`config.mk`:
```
export PLATFORM = sky130hd
export DESIGN_NAME = axi_uart
export DESIGN_NICKNAME = d
export VERILOG_FILES = /design/src/rtl/axi_uart.sv
export SDC_FILE = /design/constraint.sdc
export NUM_CORES = 1
export LEC_CHECK = 0
export ABC_CLOCK_PERIOD_IN_PS = 6200
export CAP_MARGIN = 15
export CORE_MARGIN = 2
export CORE_UTILIZATION = 57
export DETAILED_ROUTE_END_ITERATION = 16
export PLACE_DENSITY_LB_ADDON = 0.1
export SLEW_MARGIN = 20
export SYNTH_ARGS = -nofsm -noshare
export SYNTH_HDL_FRONTEND = slang
export SYNTH_SLANG_ARGS = --single-unit
```
`constraint.sdc`:
```
create_clock -name clk -period 6.2 [get_ports clk]
set_input_delay 1.24 -clock clk [delete_from_list [all_inputs] [get_ports clk]]
set_output_delay 1.24 -clock clk [all_outputs]
set_load 0.03 [all_outputs]
```
`src/rtl/axi_uart.sv`:
```
`default_nettype none
// ============================================================================
// Module      : axi_uart
// Description : AXI4-Lite slave UART (AW/W/AR/R only, no B channel).
//               8N1 transmitter with small TX FIFO, 8N1 receiver with a
//               one-byte holding register, programmable baud divider and a
//               level receive interrupt.
// Revision    : 1.0 - initial release
// ============================================================================
module axi_uart #(
    parameter int          TX_DEPTH = 4,
    parameter logic [15:0] BAUD_RST = 16'd433,
    parameter int          ADDR_W   = 32,
    parameter int          DATA_W   = 32
) (
    input  logic              clk,
    input  logic              rst_n,
    input  logic [ADDR_W-1:0] uart_axi_awaddr,
    input  logic              uart_axi_awvalid,
    output logic              uart_axi_awready,
    input  logic [DATA_W-1:0] uart_axi_wdata,
    input  logic [3:0]        uart_axi_wstrb,
    input  logic              uart_axi_wvalid,
    output logic              uart_axi_wready,
    input  logic [ADDR_W-1:0] uart_axi_araddr,
    input  logic              uart_axi_arvalid,
    output logic              uart_axi_arready,
    output logic [DATA_W-1:0] uart_axi_rdata,
    output logic              uart_axi_rvalid,
    input  logic              uart_axi_rready,
    input  logic              uart_rx,
    output logic              uart_tx,
    output logic              irq_o
);

    localparam int PTR_W = $clog2(TX_DEPTH);

    localparam logic [1:0] S_IDLE    = 2'd0;
    localparam logic [1:0] S_RD_RESP = 2'd1;
    localparam logic [1:0] S_WR_ACK  = 2'd2;

    localparam logic [2:0] A_CTRL   = 3'd0;
    localparam logic [2:0] A_STATUS = 3'd1;
    localparam logic [2:0] A_BAUD   = 3'd2;
    localparam logic [2:0] A_TXDATA = 3'd3;
    localparam logic [2:0] A_RXDATA = 3'd4;

    logic [1:0]        state, state_nxt;
    logic [2:0]        ctrl;
    logic [15:0]       baud;
    logic [16:0]       baud_p1;
    logic [15:0]       half_bit;
    logic [2:0]        wr_addr, rd_addr;
    logic              wr_fire, ar_fire;
    logic [DATA_W-1:0] rd_mux;
    logic [4:0]        status;

    // TX FIFO and shifter
    logic [7:0]        fifo_mem [TX_DEPTH];
    logic [PTR_W:0]    wr_ptr, rd_ptr;
    logic              fifo_full, fifo_empty;
    logic              push_req, push, pop;
    logic              tx_busy;
    logic [8:0]        tx_sh;
    logic [3:0]        tx_bits;
    logic [15:0]       tx_cnt;

    // RX synchronizer and sequencer
    logic              rx_s1, rx_s2, rx_s3;
    logic              rx_fall;
    logic              rx_busy;
    logic [3:0]        rx_bit;
    logic [15:0]       rx_cnt;
    logic [7:0]        rx_sh;
    logic [7:0]        rx_data;
    logic              rx_valid, rx_overrun;
    logic              rd_pop, ovr_clr;

    logic              unused_bits;
    assign unused_bits = ^{uart_axi_awaddr[ADDR_W-1:5], uart_axi_awaddr[1:0],
                           uart_axi_araddr[ADDR_W-1:5], uart_axi_araddr[1:0],
                           uart_axi_wdata[DATA_W-1:16], uart_axi_wstrb[3:1]};

    assign wr_addr  = uart_axi_awaddr[4:2];
    assign rd_addr  = uart_axi_araddr[4:2];
    assign wr_fire  = (state == S_WR_ACK);
    assign ar_fire  = uart_axi_arready & uart_axi_arvalid;
    assign rd_pop   = ar_fire & (rd_addr == A_RXDATA);
    assign ovr_clr  = ar_fire & (rd_addr == A_STATUS);
    assign baud_p1  = {1'b0, baud} + 17'd1;
    assign half_bit = baud_p1[16:1];
    assign irq_o    = rx_valid & ctrl[2];

    // Bus FSM state register
    always_ff @(posedge clk or negedge rst_n) begin
        if (!rst_n) state <= S_IDLE;
        else        state <= state_nxt;
    end

    // Bus FSM next state: write wins over a simultaneous read request
    always_comb begin
        state_nxt = state;
        case (state)
            S_IDLE: begin
                if (uart_axi_awvalid && uart_axi_wvalid) state_nxt = S_WR_ACK;
                else if (uart_axi_arvalid)               state_nxt = S_RD_RESP;
            end
            S_WR_ACK:  state_nxt = S_IDLE;
            S_RD_RESP: if (uart_axi_rvalid && uart_axi_rready) state_nxt = S_IDLE;
            default:   state_nxt = S_IDLE;
        endcase
    end

    // Bus FSM outputs: arready only in the first RD_RESP cycle (before rvalid)
    always_comb begin
        uart_axi_awready = (state == S_WR_ACK);
        uart_axi_wready  = (state == S_WR_ACK);
        uart_axi_arready = (state == S_RD_RESP) && !uart_axi_rvalid;
    end

    assign status = {tx_busy, rx_overrun, rx_valid, fifo_empty, fifo_full};

    // Read data mux; unmapped and write-only locations return zero
    always_comb begin
        rd_mux = '0;
        case (rd_addr)
            A_CTRL:   rd_mux[2:0]  = ctrl;
            A_STATUS: rd_mux[4:0]  = status;
            A_BAUD:   rd_mux[15:0] = baud;
            A_RXDATA: rd_mux[7:0]  = rx_data;
            default:  rd_mux       = '0;
        endcase
    end

    // Read response: latch data on AR handshake, hold until rready
    always_ff @(posedge clk or negedge rst_n) begin
        if (!rst_n) begin
            uart_axi_rvalid <= 1'b0;
            uart_axi_rdata  <= '0;
        end else if (ar_fire) begin
            uart_axi_rvalid <= 1'b1;
            uart_axi_rdata  <= rd_mux;
        end else if (uart_axi_rvalid && uart_axi_rready) begin
            uart_axi_rvalid <= 1'b0;
        end
    end

    // Control and baud registers, written in the WR_ACK cycle
    always_ff @(posedge clk or negedge rst_n) begin
        if (!rst_n) begin
            ctrl <= 3'd0;
            baud <= BAUD_RST;
        end else if (wr_fire && uart_axi_wstrb[0]) begin
            if (wr_addr == A_CTRL) ctrl <= uart_axi_wdata[2:0];
            if (wr_addr == A_BAUD) baud <= uart_axi_wdata[15:0];
        end
    end

    assign fifo_empty = (wr_ptr == rd_ptr);
    assign fifo_full  = (wr_ptr[PTR_W] != rd_ptr[PTR_W]) &&
                        (wr_ptr[PTR_W-1:0] == rd_ptr[PTR_W-1:0]);
    assign pop        = ctrl[0] & ~fifo_empty & ~tx_busy;
    assign push_req   = wr_fire & uart_axi_wstrb[0] & (wr_addr == A_TXDATA);
    // A push while full is dropped unless a pop frees the slot in the same cycle
    assign push       = push_req & (~fifo_full | pop);

    // TX FIFO storage and pointers (extra wrap bit separates full from empty)
    always_ff @(posedge clk or negedge rst_n) begin
        if (!rst_n) begin
            wr_ptr <= '0;
            rd_ptr <= '0;
            for (int i = 0; i < TX_DEPTH; i++) fifo_mem[i] <= 8'd0;
        end else begin
            if (push) begin
                fifo_mem[wr_ptr[PTR_W-1:0]] <= uart_axi_wdata[7:0];
                wr_ptr <= wr_ptr + 1'b1;
            end
            if (pop) rd_ptr <= rd_ptr + 1'b1;
        end
    end

    // TX shifter: start bit driven on load, then 8 data bits and stop bit
    always_ff @(posedge clk or negedge rst_n) begin
        if (!rst_n) begin
            uart_tx <= 1'b1;
            tx_busy <= 1'b0;
            tx_sh   <= 9'd0;
            tx_bits <= 4'd0;
            tx_cnt  <= 16'd0;
        end else if (pop) begin
            uart_tx <= 1'b0;
            tx_busy <= 1'b1;
            tx_sh   <= {1'b1, fifo_mem[rd_ptr[PTR_W-1:0]]};
            tx_bits <= 4'd9;
            tx_cnt  <= baud;
        end else if (tx_busy) begin
            if (tx_cnt != 16'd0) begin
                tx_cnt <= tx_cnt - 16'd1;
            end else if (tx_bits == 4'd0) begin
                tx_busy <= 1'b0;
            end else begin
                uart_tx <= tx_sh[0];
                tx_sh   <= {1'b0, tx_sh[8:1]};
                tx_bits <= tx_bits - 4'd1;
                tx_cnt  <= baud;
            end
        end
    end

    // Two-flop synchronizer plus one delay stage for falling-edge detection
    always_ff @(posedge clk or negedge rst_n) begin
        if (!rst_n) begin
            rx_s1 <= 1'b1;
            rx_s2 <= 1'b1;
            rx_s3 <= 1'b1;
        end else begin
            rx_s1 <= uart_rx;
            rx_s2 <= rx_s1;
            rx_s3 <= rx_s2;
        end
    end

    assign rx_fall = rx_s3 & ~rx_s2;

    // RX sequencer: mid-bit sampling, false-start and framing-error rejection
    always_ff @(posedge clk or negedge rst_n) begin
        if (!rst_n) begin
            rx_busy    <= 1'b0;
            rx_bit     <= 4'd0;
            rx_cnt     <= 16'd0;
            rx_sh      <= 8'd0;
            rx_data    <= 8'd0;
            rx_valid   <= 1'b0;
            rx_overrun <= 1'b0;
        end else begin
            if (rd_pop)  rx_valid   <= 1'b0;
            if (ovr_clr) rx_overrun <= 1'b0;
            if (!ctrl[1]) begin
                rx_busy <= 1'b0;
            end else if (!rx_busy) begin
                if (rx_fall) begin
                    rx_busy <= 1'b1;
                    rx_bit  <= 4'd0;
                    rx_cnt  <= half_bit;
                end
            end else if (rx_cnt != 16'd0) begin
                rx_cnt <= rx_cnt - 16'd1;
            end else begin
                rx_cnt <= baud;
                if (rx_bit == 4'd0) begin
                    if (rx_s2) rx_busy <= 1'b0;
                    else       rx_bit  <= 4'd1;
                end else if (rx_bit == 4'd9) begin
                    rx_busy <= 1'b0;
                    if (rx_s2) begin
                        rx_data  <= rx_sh;
                        rx_valid <= 1'b1;
                        if (rx_valid && !rd_pop) rx_overrun <= 1'b1;
                    end
                end else begin
                    rx_sh  <= {rx_s2, rx_sh[7:1]};
                    rx_bit <= rx_bit + 4'd1;
                end
            end
        end
    end

endmodule
`default_nettype wire
```
# ---- Word level (Yosys, flattened, before mapping)
# Index checks and enable logic that the tools add are counted.
dict set report op_classes {
  add_sub_neg 7
  order_cmp 3
  n_eq_ne 19
  n_mux 67
  bitwise_logic 20
  reduce_logical 28
}
# op n
set ops {}
lappend ops {{two-way mux 16 bit} 7}
lappend ops {{two-way mux 4 bit} 10}
lappend ops {{two-way mux 9 bit} 4}
lappend ops {{bitwise mux 32 bit} 1}
lappend ops {{two-way mux 1 bit} 32}
lappend ops {{two-way mux 8 bit} 4}
lappend ops {{nonzero test 16 bit} 2}
lappend ops {{subtractor 16 x 1 -> 16 bit (second input constant)} 2}
lappend ops {{adder 16 x 1 -> 17 bit (second input constant)} 1}
lappend ops {{binary-select mux 8 bit (select 2 bit)} 1}
lappend ops {{demux 8 bit (select 2 bit)} 1}
lappend ops {{!= test 3 bit (second input constant)} 4}
lappend ops {{one-hot mux 3 bit (4 select lines)} 1}
lappend ops {{AND 1 bit} 10}
lappend ops {{AND reduction 2 bit} 5}
lappend ops {{AND reduction 5 bit} 2}
lappend ops {{equality test 3 x 2 -> 1 bit (second input constant)} 3}
lappend ops {{logical NOT 4 bit} 2}
lappend ops {{!= test 2 bit (second input constant)} 4}
lappend ops {{logical AND 1 bit} 7}
lappend ops {{inverter 1 bit} 7}
lappend ops {{adder 3 x 1 -> 3 bit (second input constant)} 2}
lappend ops {{>= comparator 3 bit (second input constant)} 2}
lappend ops {{logical NOT 3 bit} 2}
lappend ops {{other kinds (22)} 28}
dict set report totals {
  register_bits 149
  output_inout_bits 38
}

# ---- Logic depth before layout (Yosys ltp)
# Gate-level depths: netlist (run 1).
dict set report depth {
  ltp_word 13
  ltp_mapped 9
}

# ---- Least setup slack after synthesis (run 1)
# OpenSTA, ideal clock, no wires.
dict set report synth_path {
  path_kind {in2reg}
  start {input uart_axi_awaddr[4]}
  end {register fifo_mem[0] (netlist name)}
  setup_time_ns 0.125
  t_arrival_ns 2.528
  t_required_ns 6.075
  path_slack_ns 3.547
  stages 4
  path_buffers 0
  cell_sequence {nand3b_1 a311oi_2 nand2_2 mux2_2}
}
dict set report synth_via {
  elab_chain_cells 3
}
# item line_no
set synth_rtl {}
lappend synth_rtl {{start, declared} 18} ;# input logic [ADDR_W-1:0] uart_axi_awaddr,
lappend synth_rtl {{equality test 3 x 2 -> 1 bit} 163} ;# assign push_req = wr_fire & uart_axi_wstrb[0] & (wr_addr == A_TXDATA);
lappend synth_rtl {{AND 1 bit} 163}
lappend synth_rtl {{AND 1 bit} 165} ;# assign push = push_req & (~fifo_full | pop);
lappend synth_rtl {{end signal, assigned by index} 175} ;# fifo_mem[wr_ptr[PTR_W-1:0]] <= uart_axi_wdata[7:0];
lappend synth_rtl {{end, declared} 59} ;# logic [7:0] fifo_mem [TX_DEPTH];
# No other way between the ends.
# A chain may end at the register's enable or synchronous reset.

# ---- Final worst setup path (run 1)
dict set report layout_path {
  start {register state[1]}
  end {output uart_axi_arready}
}
dict set report layout_via {
  elab_chain_cells 2
}
# item line_no
set layout_rtl {}
lappend layout_rtl {{start, declared} 48} ;# logic [1:0] state, state_nxt;
lappend layout_rtl {{start signal, assigned} 97} ;# else state <= state_nxt;
lappend layout_rtl {{equality test 2 x 1 -> 1 bit} 118} ;# uart_axi_arready = (state == S_RD_RESP) && !uart_axi_rvalid;
lappend layout_rtl {{logical AND 1 bit} 118}
lappend layout_rtl {{end, declared} 27} ;# output logic uart_axi_arready,
# No other way between the ends.

==> results of run 1 <==
how the worst max path moves through the flow:
stage / start / endpoint / slack (ns) / cells past startpoint
4_1_cts: rx_cnt[0]$_DFFE_PN0P_ / rx_overrun$_DFF_PN0_ / 3.03 / 7
2_1_floorplan: uart_axi_awaddr[4] / fifo_mem[0]$_DFFE_PN0P_ / 3.55 / 4
3_5_place_dp: uart_axi_wstrb[0] / fifo_mem[3]$_DFFE_PN0P_ / 2.87 / 5
3_3_place_gp: uart_axi_awaddr[4] / fifo_mem[3]$_DFFE_PN0P_ / 2.94 / 5
5_1_grt: tx_cnt[0]$_DFFE_PN0P_ / tx_cnt[3]$_DFFE_PN0P_ / 3.01 / 7
6_report: state[1]$_DFFE_PN0P_ / uart_axi_arready / 3.11 / 2
cells in the mapped netlist (all sizes together), types with 6 or more instances:
cell type / n / share of area, %
mux2: 67 / 9.4
o211ai: 11 / 1.0
nor3: 24 / 1.5
xnor2: 15 / 1.6
nand3: 15 / 0.94
nor3b: 9 / 0.84
a211oi: 6 / 0.56
dfstp: 9 / 3.0
o21a: 8 / 0.75
buf: 27 / 2.4
nor2: 45 / 2.1
a22oi: 6 / 0.56
inv: 22 / 1.0
xor2: 9 / 0.99
nand4: 9 / 0.70
a21oi: 19 / 1.2
nor4: 20 / 2.1
mux2i: 19 / 2.4
nand2: 86 / 4.4
or3: 8 / 0.64
a221o: 6 / 0.75
mux4: 8 / 2.3
ha: 15 / 2.3
dfrtp: 140 / 44
a31oi: 8 / 0.63
clkbuf: 32 / 1.6
o21ai: 52 / 3.3
state kept, by name, summed over array words and instances, names as in the netlist, 2 cells and up:
name / flops
rx_data: 8
tx_bits: 4
baud: 16
fifo_mem: 32
wr_ptr: 3
uart_axi_rdata: 16
state: 2
rx_sh: 8
tx_cnt: 16
rd_ptr: 3
ctrl: 3
rx_bit: 4
rx_cnt: 16
tx_sh: 9
report_power, final:
part / internal (mW) / total (mW) / switching, mW
clock network: 0.524 / 0.962 / 0.438
registers: 1.11 / 1.35 / 0.240
logic: 0.389 / 1.01 / 0.625
critical path: stages (launching register included):
cell and delay, ns:
dfrtp_1 0.40, nor3b_1 0.30, clkdlybuf4s50_1 0.73
cell usage in the layout, fill, tap and decap left out, drive strengths merged, types with 4 or more instances in the layout:
master,instances
a211oi,6
a21oi,19
a221o,6
a22oi,6
a31oi,8
and2,5
buf,7
clkbuf,19
clkdlybuf4s50,50
clkinv,6
conb,16
dfrtp,140
dfstp,9
ha,15
inv,28
mux2,67
mux2i,19
mux4,8
nand2,86
nand3,15
nand4,9
nor2,45
nor2b,5
nor3,24
nor3b,9
nor4,20
o211ai,11
o21a,8
o21ai,52
or3,8
or4,4
xnor2,15
xor2,9
per-stage QoR:
step	total power, mW	utilization, %	hold slack, ns
6_report	3.33	65.9	0.360
5_1_grt	3.51	65.9	0.361
4_1_cts	3.32	65.9	0.363
3_5_place_dp	2.36	61.9	0.350
3_3_place_gp	2.32	61.9	0.347
2_1_floorplan	2.07	-	0.345
final cells by class:
type | instances | area, µm²
Clock buffer | 19 | 433
Multi-Input combinational cell | 548 | 3930
Clock inverter | 13 | 115
Inverter | 22 | 82.6
Tap cell | 180 | 225
Timing Repair Buffer | 57 | 557
Fill cell | 1121 | 4690
Sequential cell | 149 | 3740
logic make-up (layout without fill, tap and decap cells):
logic type      after synthesis  count (layout)  synth area share (%)
mux                          94              94                  14.1
simple gates                245             245                  15.9
buf+inv                      81             111                  5.12
fa+ha+maj                    15              15                  2.35
other cells                   1              16                0.0469
flops                       149             149                  46.8
xor+xnor                     24              24                  2.63
compound gates              154             154                  13.1
per-layer routing:
layer,GRT usage [%],wire (µm)
met5,0,0
met4,10.6,414
met3,7.02,1290
met2,42.7,9270
met1,38.5,8530
==> flow_summary.toml, run 1 <==
[sta]
finClkSkew_ns = 0.00856
report.final.slew_viol_count = 0
worst_slew_pin_slew_ns = 1.09
fin_tns_setup_ns = 0
max_clock_freq_mhz = 323
finalSetupViolations = 0
fin_crit_sh_pct = 49.9
fin_crit_ns = 3.09
setup_ws_ns = 3.11
finalHoldViolCount = 0
rsz0062_at_grt = "no"
max_slew_margin_pct = 27.5

[routing]
vias = 6143
drt-total-wl_mm = 19.5
drc = 0
vias_per_cell = 6.22
initialDrtViolationCount = 584
antenna_left = 0
dr.pass1.iters = 5
wire_per_inst_um = 19.7

[cts]
postCtsResizedCells = 0
clock_latency_ns = 0.43
cts_setup_buffers = 0
clk_transition_reported_paths_ns = 0.06
clk_path_buf_depth = 2
htreeDepth = 4
cts_tree = "done"
cts_root_buf = "clkbuf_16"
cts_sinks = 149
cts_made_buffers = 17
cts_hold_buf = 0

[worst_hold_path]
hp-class = "reg2reg"
min_to = "rx_s2$_DFF_PN1_"
hold_path_depth = 0
hp-start = "rx_s1$_DFF_PN1_"

[layout]
finalInstanceArea_um2 = 9080
area_growth_pct = 13.6
fin_cells = 988
drive_above_1_share_pct = 17.6
n_antenna_cell = 0
final_nets = 917

[setup_path]
start_kind = "register"
crit_type = "reg2out"
regToRegSetupSlack_ns = 3.18
r2r_start = "rx_cnt[0]$_DFFE_PN0P_"
r2r_cells = 7
cp.arrival_ns = 1.85
cp-end-kind = "primary output"
cp_max_fo = 4
reg2reg_to = "rx_sh[4]$_DFFE_PN0P_"
cp.required_ns = 4.96

[logic_synthesis]
synth_cells = 763
ys.flop_type = "dfrtp_1"
synth_edf_count = 0
syn_area_um2 = 8000
ys_seq_area_share_pct = 46.8
yosysWarnings = 0
synth.distinct_cells = 74
synthArstFlopShare_pct = 100
synth_seq_cells = 149
avgSynthCellArea_um2 = 10.5

[global_route]
grt_pass1_vias = 6090
grt_max_degree = 97
track_usage_pct = 27.9
grt_pass1_wl_mm = 31.9
antenna_found_initial = 0
overflow = 0

[placement]
place.gp.congestion = 0.948
dp.cells = 956
io_buffers = 51
pre_cts_ws_ns = 2.87
place_area_um2 = 8520
dp_hpwl_mm = 13.3

[floorplan]
dieArea_um2 = 15000
die_h_um = 122
top_level_ports = 145
core_area_um2 = 13800
die_x_um = 122
start_util_pct = 58.1
rows = 43

[pwr]
p_leak_nw = 3.95
peakVddDrop_v = 0.000241
p_per_area_nw_per_um2 = 367

[status]
outcome = "completed"

[flow_run]
cap_violations = 0
Note: power is estimated with default switching activity, not from simulation.
==> inputs of run 2 (changes only) <==
- ABC_CLOCK_PERIOD_IN_PS: 6200 -> 2800
- CORE_UTILIZATION: 57 -> 48
- clock period: 6.2 -> 2.8 ns (I/O delays scaled with it)
==> run 2 against run 1 <==
Compared with the run above: core utilization is 8.1 points lower; die area rose by 18%; first-iteration DRC count shrank 1.4%; clock-buffer cell count fell by 1; flip-flop and latch count unchanged; worst hold slack worse by 0.29 ns; power is 140% higher; routed wire length is 6.5% higher.
==> flow_summary.toml, run 2 (synthesis gave the netlist of run 1 again) <==
[layout]
nFillCells = 1383
area_growth_pct = 18.8
largest_reg_flops = 32
n_antenna_cell = 0
fin_cells = 1071
layout_common_cells = "140 x dfrtp_1, 81 x nand2_1, 67 x mux2_2"
mostFrequentLayoutCell = "dfrtp_1"
multi_input_area_um2 = 3920
regMostFlops = "fifo_mem"
drive_above_1_share_pct = 21.7
regArea_um2 = 3740
final_nets = 960

[floorplan]
die_h_um = 133
start_util_pct = 48.7
top_level_ports = 145
dieArea_um2 = 17700
core_area_um2 = 16400
die_x_um = 133
rows = 47

[cts]
clk_transition_reported_paths_ns = 0.07
clock_latency_ns = 0.44
cts_setup_buffers = 0
clk_path_buf_depth = 2
cts_made_buffers = 17
postCtsResizedCells = 0
cts_root_buf = "clkbuf_16"
cts_sinks = 149
cts_tree = "done"
cts_hold_buf = 0
htreeDepth = 4

[pwr]
clockPowerShare_pct = 29.4
pwr-share-comb_pct = 34.5
switching_share_pct = 38.5
p_per_area_nw_per_um2 = 829
switching_power_mw = 3.03
p_leak_nw = 4.20
peakVddDrop_v = 0.000478
internal_power_mw = 4.84
p_seq_share_pct = 36.1

[placement]
dp_hpwl_mm = 14.6
io_buffers = 51
dp.cells = 1039
place.gp.congestion = 0.930

[setup_path]
r2r_cells = 9
reg2reg_to = "rx_overrun$_DFF_PN0_"
start_kind = "register"
slowest_delay_ns = 0.49
cp.arrival_ns = 2.86
cp-startpoint = "rx_cnt[1]$_DFFE_PN0P_"
cp-end-kind = "register"
setup.worst_path.end = "rx_overrun$_DFF_PN0_"
crit_type = "reg2reg"
worst_path_max_delay_cell = "dfrtp_1"
cp.required_ns = 3.15
cp_max_fo = 11
cp_cell_sequence = "inv_1, ha_1, nor3b_1, nand2_1, buf_4, nor4_2, buf_4, nor3b_1, a2bb2oi_1"
r2r_start = "rx_cnt[1]$_DFFE_PN0P_"
regToRegSetupSlack_ns = 0.29

[sta]
max_clock_freq_mhz = 399
fin_tns_setup_ns = 0
finalHoldViolCount = 0
finClkSkew_ns = 0.00856
report.final.slew_viol_count = 0
fin_crit_sh_pct = 89.5
finalSetupViolations = 0
fin_crit_ns = 2.51
max_slew_margin_pct = 53.9
rsz0062_at_grt = "no"
worst_slew_pin_slew_ns = 0.691

[global_route]
grt_pass1_vias = 6377
overflow = 0
track_usage_pct = 24.8
grt_pass1_wl_mm = 34.0
grt_max_degree = 57
antenna_found_initial = 0

[routing]
initialDrtViolationCount = 576
antenna_left = 0
drc = 0
dr.pass1.iters = 5
vias = 6301
drt-total-wl_mm = 20.8
vias_per_cell = 5.88
wire_per_inst_um = 19.4

[flow_run]
cap_violations = 0

[status]
outcome = "completed"

[worst_hold_path]
hp-class = "in2async"
run 2: cell count changes in the layout (fill, tap and decap cells not counted), sizes merged:
| cell | change |
|---|---|
| buf | +43 |
| inv | +3 |
| clkinvlp | -1 |
| clkbuf | -1 |
| clkinv | -2 |
| bufinv | +1 |
run 2: how the worst min path moves through the flow:
| stage | from | endpoint | slack [ns] | cells past startpoint |
|---|---|---|---|---|
| after floorplan | rst_n | baud[10]$_DFFE_PN0P_ | 0.26 | 0 |
| after global placement | rx_s1$_DFF_PN1_ | rx_s2$_DFF_PN1_ | 0.35 | 0 |
| after detailed placement | rx_s1$_DFF_PN1_ | rx_s2$_DFF_PN1_ | 0.35 | 0 |
| after CTS | rst_n | tx_cnt[8]$_DFFE_PN0P_ | 0.09 | 1 |
| after global routing | rst_n | tx_cnt[8]$_DFFE_PN0P_ | 0.11 | 1 |
| final | rst_n | tx_cnt[8]$_DFFE_PN0P_ | 0.07 | 1 |
run 2: through the flow:
stage          hold slack [ns]  worst slack (ns)  utilization, %  total power [mW]  instance area (µm²)
6_report                0.0676             0.294            57.9              7.87                 9500
5_1_grt                  0.105           0.00177            57.9              8.31                 9500
4_1_cts                 0.0869             0.283            57.9              7.89                 9500
3_5_place_dp             0.349             0.355            54.3              5.55                 8910
3_3_place_gp             0.345             0.390            54.3              5.47                 8910
2_1_floorplan            0.264             0.365               -              4.58                 8050
run 2: cell type report:
cell class,instances,share of cell area (%)
Clock buffer,18,4.52
Clock inverter,14,1.69
Inverter,22,0.869
Multi-Input combinational cell,548,41.3
Sequential cell,149,39.4
Tap cell,220,2.90
Timing Repair Buffer,100,9.39
run 2: layer usage:
metal  track usage [%]  up-vias  wire length, µm
met4              7.77        0              342
li1                  -     2913                -
met2              39.3      215             9670
met5                 0        -                0
met1              33.9     3140             9420
met3              5.75       33             1350
run 2: critical path, delay by kind of cell (launching register included):
kind,cells,cell delay (ns)
buf+inv,3,0.58
flops,1,0.49
compound gates,1,0.19
simple gates,4,1.00
fa+ha+maj,1,0.15
run 2: power by group through the flow:
stage               Combinational, mW  Sequential (mW)  Clock (mW)
floorplan                        1.80             2.79           0
global placement                 2.63             2.85           0
detailed placement               2.68             2.86           0
CTS                              2.70             2.83        2.36
global route                     2.98             2.89        2.45
finish                           2.72             2.84        2.32
